## src/rtl/control_sequencer_pkg.sv

```systemverilog
// Shared definitions for the hardwired control sequencer: sizes, IR field positions, opcodes, states.
// Latency: n/a (types and constants only).
// Backpressure: n/a.
package control_sequencer_pkg;

   localparam int NREGS = 16;
   localparam int OPW   = 5;
   localparam int REGW  = 4;

   // IR field positions: opcode ir[31:27], Ra ir[26:23], Rb ir[22:19], Rc ir[18:15]
   localparam int IR_OP_LSB = 27;
   localparam int IR_RA_LSB = 23;
   localparam int IR_RB_LSB = 19;
   localparam int IR_RC_LSB = 15;

   // Opcodes executed by this sequencer
   localparam logic [OPW-1:0] OP_ADD  = 5'b00011;
   localparam logic [OPW-1:0] OP_SUB  = 5'b00100;
   localparam logic [OPW-1:0] OP_AND  = 5'b00101;
   localparam logic [OPW-1:0] OP_OR   = 5'b00110;
   localparam logic [OPW-1:0] OP_ROR  = 5'b00111;
   localparam logic [OPW-1:0] OP_ROL  = 5'b01000;
   localparam logic [OPW-1:0] OP_SHR  = 5'b01001;
   localparam logic [OPW-1:0] OP_SHRA = 5'b01010;
   localparam logic [OPW-1:0] OP_SHL  = 5'b01011;
   localparam logic [OPW-1:0] OP_MUL  = 5'b01111;
   localparam logic [OPW-1:0] OP_DIV  = 5'b10000;
   localparam logic [OPW-1:0] OP_NEG  = 5'b10001;
   localparam logic [OPW-1:0] OP_NOT  = 5'b10010;

   typedef enum logic [3:0] {
      ST_IDLE = 4'd0,
      ST_T0   = 4'd1,
      ST_T1   = 4'd2,
      ST_T2   = 4'd3,
      ST_T3   = 4'd4,
      ST_T4   = 4'd5,
      ST_T5   = 4'd6,
      ST_T6   = 4'd7,
      ST_HALT = 4'd8
   } state_t;

   typedef enum logic [1:0] {
      CLS_BINARY,
      CLS_MULDIV,
      CLS_UNARY,
      CLS_ILLEGAL
   } op_class_t;

   // Groups an opcode by the execute sequence it needs.
   function automatic op_class_t classify(input logic [OPW-1:0] op);
      op_class_t cls;
      case (op)
         OP_ADD, OP_SUB, OP_AND, OP_OR, OP_SHR,
         OP_SHRA, OP_SHL, OP_ROR, OP_ROL:       cls = CLS_BINARY;
         OP_MUL, OP_DIV:                        cls = CLS_MULDIV;
         OP_NEG, OP_NOT:                        cls = CLS_UNARY;
         default:                               cls = CLS_ILLEGAL;
      endcase
      return cls;
   endfunction

endpackage

```

## src/rtl/control_sequencer_reg_sel_decode.sv

```systemverilog
// Register field to one-hot select: 4-bit register number plus enable -> 16-bit one-hot vector.
// Latency: combinational.
// Backpressure: none.
module control_sequencer_reg_sel_decode
   import control_sequencer_pkg::*;
(
   input  logic [REGW-1:0]  sel_i,
   input  logic             en_i,
   output logic [NREGS-1:0] onehot_o
);

   // Expand the selected register number to a single set bit, or all zero when disabled.
   always_comb begin
      onehot_o = '0;
      if (en_i) begin
         onehot_o[sel_i] = 1'b1;
      end
   end

endmodule

```

## src/rtl/control_sequencer.sv

```systemverilog
// Hardwired control FSM: fetch T0-T2, decode ir in T3, execute register-register ALU ops.
// Latency: 6 cycles binary/unary, 7 cycles mul/div, plus one cycle per T1 memory wait.
// Backpressure: holds T1 (same strobes) until mem_ready; run only consulted in IDLE and final state.
module control_sequencer
   import control_sequencer_pkg::*;
(
   input  logic             clock,
   input  logic             clear,
   input  logic             run,
   input  logic [31:0]      ir,
   input  logic             mem_ready,
   output logic             PCout,
   output logic             incPC,
   output logic             MARin,
   output logic             Zin,
   output logic             PCin,
   output logic             read,
   output logic             MDRin,
   output logic             MDRout,
   output logic             IRin,
   output logic             Yin,
   output logic             ZLowOut,
   output logic             ZHighOut,
   output logic             HIin,
   output logic             LOin,
   output logic [NREGS-1:0] rin,
   output logic [NREGS-1:0] rout,
   output logic [OPW-1:0]   opcode,
   output logic             instr_done,
   output logic             halted
);

   state_t          state_q, state_d;
   op_class_t       op_cls;
   logic [OPW-1:0]  op_f;
   logic [REGW-1:0] ra_f, rb_f, rc_f, rout_sel;
   logic            rin_en, rout_en;
   logic            ir_unused;

   assign op_f   = ir[IR_OP_LSB +: OPW];
   assign ra_f   = ir[IR_RA_LSB +: REGW];
   assign rb_f   = ir[IR_RB_LSB +: REGW];
   assign rc_f   = ir[IR_RC_LSB +: REGW];
   assign op_cls = classify(op_f);
   // Low IR bits carry immediates/constants that register-register ops never use.
   assign ir_unused = ^ir[IR_RC_LSB-1:0];

   // State register; clear wins over everything, so an aborted instruction never reaches its write.
   always_ff @(posedge clock) begin
      if (clear) begin
         state_q <= ST_IDLE;
      end else begin
         state_q <= state_d;
      end
   end

   // Next state and Moore strobes; register selects come from the live ir during execute.
   // An illegal opcode raises halted already in T3 so the stop is visible the cycle after T2.
   always_comb begin
      state_d    = state_q;
      PCout      = 1'b0;
      incPC      = 1'b0;
      MARin      = 1'b0;
      Zin        = 1'b0;
      PCin       = 1'b0;
      read       = 1'b0;
      MDRin      = 1'b0;
      MDRout     = 1'b0;
      IRin       = 1'b0;
      Yin        = 1'b0;
      ZLowOut    = 1'b0;
      ZHighOut   = 1'b0;
      HIin       = 1'b0;
      LOin       = 1'b0;
      opcode     = '0;
      instr_done = 1'b0;
      halted     = 1'b0;
      rin_en     = 1'b0;
      rout_en    = 1'b0;
      rout_sel   = rb_f;
      case (state_q)
         ST_IDLE: begin
            if (run) state_d = ST_T0;
         end
         ST_T0: begin
            PCout   = 1'b1;
            MARin   = 1'b1;
            incPC   = 1'b1;
            Zin     = 1'b1;
            opcode  = OP_ADD;
            state_d = ST_T1;
         end
         ST_T1: begin
            ZLowOut = 1'b1;
            PCin    = 1'b1;
            read    = 1'b1;
            MDRin   = 1'b1;
            if (mem_ready) state_d = ST_T2;
         end
         ST_T2: begin
            MDRout  = 1'b1;
            IRin    = 1'b1;
            state_d = ST_T3;
         end
         ST_T3: begin
            state_d = ST_T4;
            case (op_cls)
               CLS_BINARY: begin
                  rout_en  = 1'b1;
                  rout_sel = rb_f;
                  Yin      = 1'b1;
               end
               CLS_MULDIV: begin
                  rout_en  = 1'b1;
                  rout_sel = ra_f;
                  Yin      = 1'b1;
               end
               CLS_UNARY: begin
               end
               default: begin
                  halted  = 1'b1;
                  state_d = ST_HALT;
               end
            endcase
         end
         ST_T4: begin
            rout_en  = 1'b1;
            rout_sel = (op_cls == CLS_BINARY) ? rc_f : rb_f;
            opcode   = op_f;
            Zin      = 1'b1;
            state_d  = ST_T5;
         end
         ST_T5: begin
            ZLowOut = 1'b1;
            if (op_cls == CLS_MULDIV) begin
               LOin    = 1'b1;
               state_d = ST_T6;
            end else begin
               rin_en     = 1'b1;
               instr_done = 1'b1;
               state_d    = run ? ST_T0 : ST_IDLE;
            end
         end
         ST_T6: begin
            ZHighOut   = 1'b1;
            HIin       = 1'b1;
            instr_done = 1'b1;
            state_d    = run ? ST_T0 : ST_IDLE;
         end
         ST_HALT: begin
            halted = 1'b1;
         end
         default: begin
            state_d = ST_IDLE;
         end
      endcase
   end

   control_sequencer_reg_sel_decode u_rin_dec (
      .sel_i    (ra_f),
      .en_i     (rin_en),
      .onehot_o (rin)
   );

   control_sequencer_reg_sel_decode u_rout_dec (
      .sel_i    (rout_sel),
      .en_i     (rout_en),
      .onehot_o (rout)
   );

endmodule
```

## config.mk

```make
export PLATFORM = sky130hd
export DESIGN_NAME = control_sequencer
export DESIGN_NICKNAME = d
export VERILOG_FILES = /design/src/rtl/control_sequencer_pkg.sv /design/src/rtl/control_sequencer_reg_sel_decode.sv /design/src/rtl/control_sequencer.sv
export SDC_FILE = /design/constraint.sdc
export NUM_CORES = 1
export LEC_CHECK = 0
export CAP_MARGIN = 20
export CORE_MARGIN = 1.5
export CORE_UTILIZATION = 33
export CTS_CLUSTER_DIAMETER = 80
export DETAILED_ROUTE_END_ITERATION = 7
export PLACE_DENSITY_LB_ADDON = 0.3
export SETUP_SLACK_MARGIN = 0.4
export SLEW_MARGIN = 40
export SYNTH_ARGS = -nofsm -noshare
export SYNTH_HDL_FRONTEND = slang
export SYNTH_SLANG_ARGS = --single-unit
```

## constraint.sdc

```tcl
create_clock -name clock -period 4.15 [get_ports clock]
set_clock_uncertainty 0.05 [all_clocks]
set_input_delay 0.83 -clock clock [delete_from_list [all_inputs] [get_ports clock]]
set_output_delay 0.83 -clock clock [all_outputs]
set_load 0.02 [all_outputs]
```

==> key figures <==
Floorplanning
  – Core Rows: 20
  – Die height: 60.5 um
  – Starting Density: 35.2%
  – IO Count: roughly 90
  – Die area: about 3700 sq um
  – Core box area: between 3000 and 4000 sq um
  – Die X-Extent: 60.5 um

Global routing
  – GR Util All Layers: 21.1%
  – Largest net degree at the start of global routing: 19
  – Antenna violations before repair: 0
  – Total grt overflow: 0
  – Vias in the first global route: 1339
  – First-pass GRT wire length: 6060 um

Logic synthesis
  – Mapped Cells: 160
  – Async SR Flop Fraction: 0%
  – Netlist Area Pre-Place: 1090 sq um
  – Number of flops mapped to enable cells by yosys: 0
  – Synth area leaders: nor3_1 (11%), nor2_1 (8.6%), dfxtp_1 (7.3%)
  – YS warnings: 0
  – Predominant post-synthesis flop cell: dfxtp_1
  – Syn Area/Cell: just under 7 sq um
  – Post-synth top area share: a little over a tenth
  – Yosys cell types: 50
  – FF+latch count, synth: 4
  – Syn_nets: 198
  – Sequential area share after synthesis: 7.33%
  – Cell accounting for the most synthesized area: nor3_1

Worst setup path
  – CP top delay family: compound AO/OA/AOI/OAI gates
  – Critical Path RT: 3270 ps
  – CP max FO: 4
  – Critical path depth: 11
  – WS Path Type: in2out
  – Critical Path Max Stage Delay: 390 ps
  – R2R cell count: 4
  – Worst path arrival time: 2820 ps
  – Crit path buf inv count: 4
  – CP Launch Type: primary input
  – Critical-path top delay cell: a221o_1
  – Crit-path cells: buf_6 -> inv_2 -> ha_4 -> nand4b_1 -> a21oi_2 -> buf_4 -> o32a_1 -> o211ai_1 -> a221o_1 -> nor3_1 -> buf_2
  – Worst setup EP type: output pin

STA
  – Worst-Margin Slew: 431 ps
  – Tcrit/Tclk final: ~89%
  – RSZ-0062 raised after global routing: yes
  – Hold_ws: 544 ps
  – Crit path time final: 3700 ps
  – Final Setup Violations: 0
  – Max Clk Rate: 0.270 GHz
  – Final setup TNS: 0 ps
  – Final WS setup: 453 ps
  – Rel. slew slack: 71.1%
  – Hold Violations, Final: 0
  – Max-slew violations: 0

Clock tree
  – CTS tree: yes
  – Clock-pin slew on the worst setup and hold paths: 40 ps
  – Clock sinks: 4
  – CTS Hold Bufs: 0
  – Worst-Skew Late Latency: 240 ps
  – H-tree levels: 1
  – Clock buffers created by TritonCTS: 3
  – Clock Root Buffer: clkbuf_4
  – Max Buffers Root-to-Sink: 2

Detailed routing
  – Iteration-0 DRC Markers: 37
  – Routed length per instance: 13.3 um
  – Antenna-violating nets left: 0
  – Post-route DRC violation count: 0
  – Total Wirelength: 3960 um
  – Total number of vias: 1541
  – Vias/cell: 5.19
  – Drt pass-1 iters: 4

Finish
  – Layout area overhead: 87.5%
  – Layout cell share with drive strength beyond 1: 34.4%
  – Antenna diode count: 0
  – Biggest register: state_q
  – # fillers: 291
  – Max reg flops: 4
  – Number of nets in the layout: 293
  – Largest regs: state_q (4)

Power
  – Max VDD drop: 0.000175 V
  – Leak: about 0.93 nW
  – Pwr Density: 129 nW/um^2

Placed design
  – Pre-CTS setup slack: -579 ps
  – DP HPWL: 3050 um
  – PortBufs: 73
  – Final GP Congestion: 0.809

Hold path
  – WHS Path Cells: 1
  – Hold Path Class: reg2reg

Run status
  – Outcome: complete, no violations

Job
  – MaxCap Viol Count: 0
[stage by stage]
stage | std cells | utilization (%) | area [sq um] | power [mW]
after floorplan | 160 | - | 1090 | 0.137
after global routing | 297 | 66.0 | 2050 | 0.283
after CTS | 296 | 64.2 | 1990 | 0.261
after global placement | 287 | 63.2 | 1960 | 0.200
after detailed placement | 287 | 63.2 | 1960 | 0.202
final | 297 | 66.0 | 2050 | 0.265
[Yosys cell counts, types with 3 or more instances]
cell type  number
a21oi_1         9
o32a_1          3
nor3_2          4
nor2_1         25
inv_1           5
buf_4           7
nand4b_1        3
nand2b_1        7
and2_1          4
nand2_1        10
buf_2           3
dfxtp_1         4
nand3_1         4
nand3b_1        3
nor3_1         23
[worst reg2reg max path: cells and delay by family (launching register included)]
family | cells | cell delay [ps]
flops | 1 | 540
compound gates | 2 | 320
simple gates | 2 | 790
[timing repair]
item,in CTS,in global routing
buffers inserted,6,1
pin swaps,11,8
setup endpoints to repair,36,30
cloned,0,0
gates resized for setup,109,24
[final timing paths]
path,startpoint,end,slack [ps]
hold reg to reg,state_q[3]$_SDFFE_PP0P_,state_q[0]$_SDFFE_PP0P_,540
hold / removal,state_q[3]$_SDFFE_PP0P_,state_q[0]$_SDFFE_PP0P_,540
setup reg to reg,state_q[2]$_SDFFE_PP0P_,state_q[0]$_SDFFE_PP0P_,2370
setup / recovery,ir[28],rout[4],450
[final cells by class]
class | instances | area [sq um] | share of cell area, %
Multi-Input combinational cell | 136 | 986 | 48.1
Timing Repair Buffer | 104 | 882 | 43.1
Sequential cell | 4 | 80.1 | 3.91
Tap cell | 44 | 55.1 | 2.69
Clock buffer | 3 | 22.5 | 1.10
Inverter | 6 | 22.5 | 1.10
[per-layer routing]
layer,global-route usage [%],vias up,part of all wire [%]
met4,5.59,0,0.91
met3,0.853,4,4.3
met1,28.8,715,45
met5,0,-,0
li1,-,773,-
met2,36.6,49,49
[cell families (layout without fill, tap and decap cells)]
group	after synthesis	count (layout)	synth area share [%]
simple gates	98	98	51.3
compound gates	33	33	25.4
buf+inv	20	113	11.0
flops	4	4	7.33
fa+ha+maj	2	2	2.29
mux	2	2	1.83
xor+xnor	1	1	0.802
[report_power, final]
group | switching (mW) | internal [mW]
Clock | 0.0159 | 0.0323
Combinational | 0.0858 | 0.0853
Sequential | 0.00452 | 0.0411
[placed cells by master (no fill, tap or decap), types with 5 or more instances in the layout]
cell type and count:
nor3_1 20, nand2_1 10, dlymetal6s2s_1 6, nor3_2 5
a21oi_1 9, nor2_1 24, buf_2 15, buf_4 31
nand2b_1 7, clkdlybuf4s50_1 40
Power figures use the tool's default switching activity.
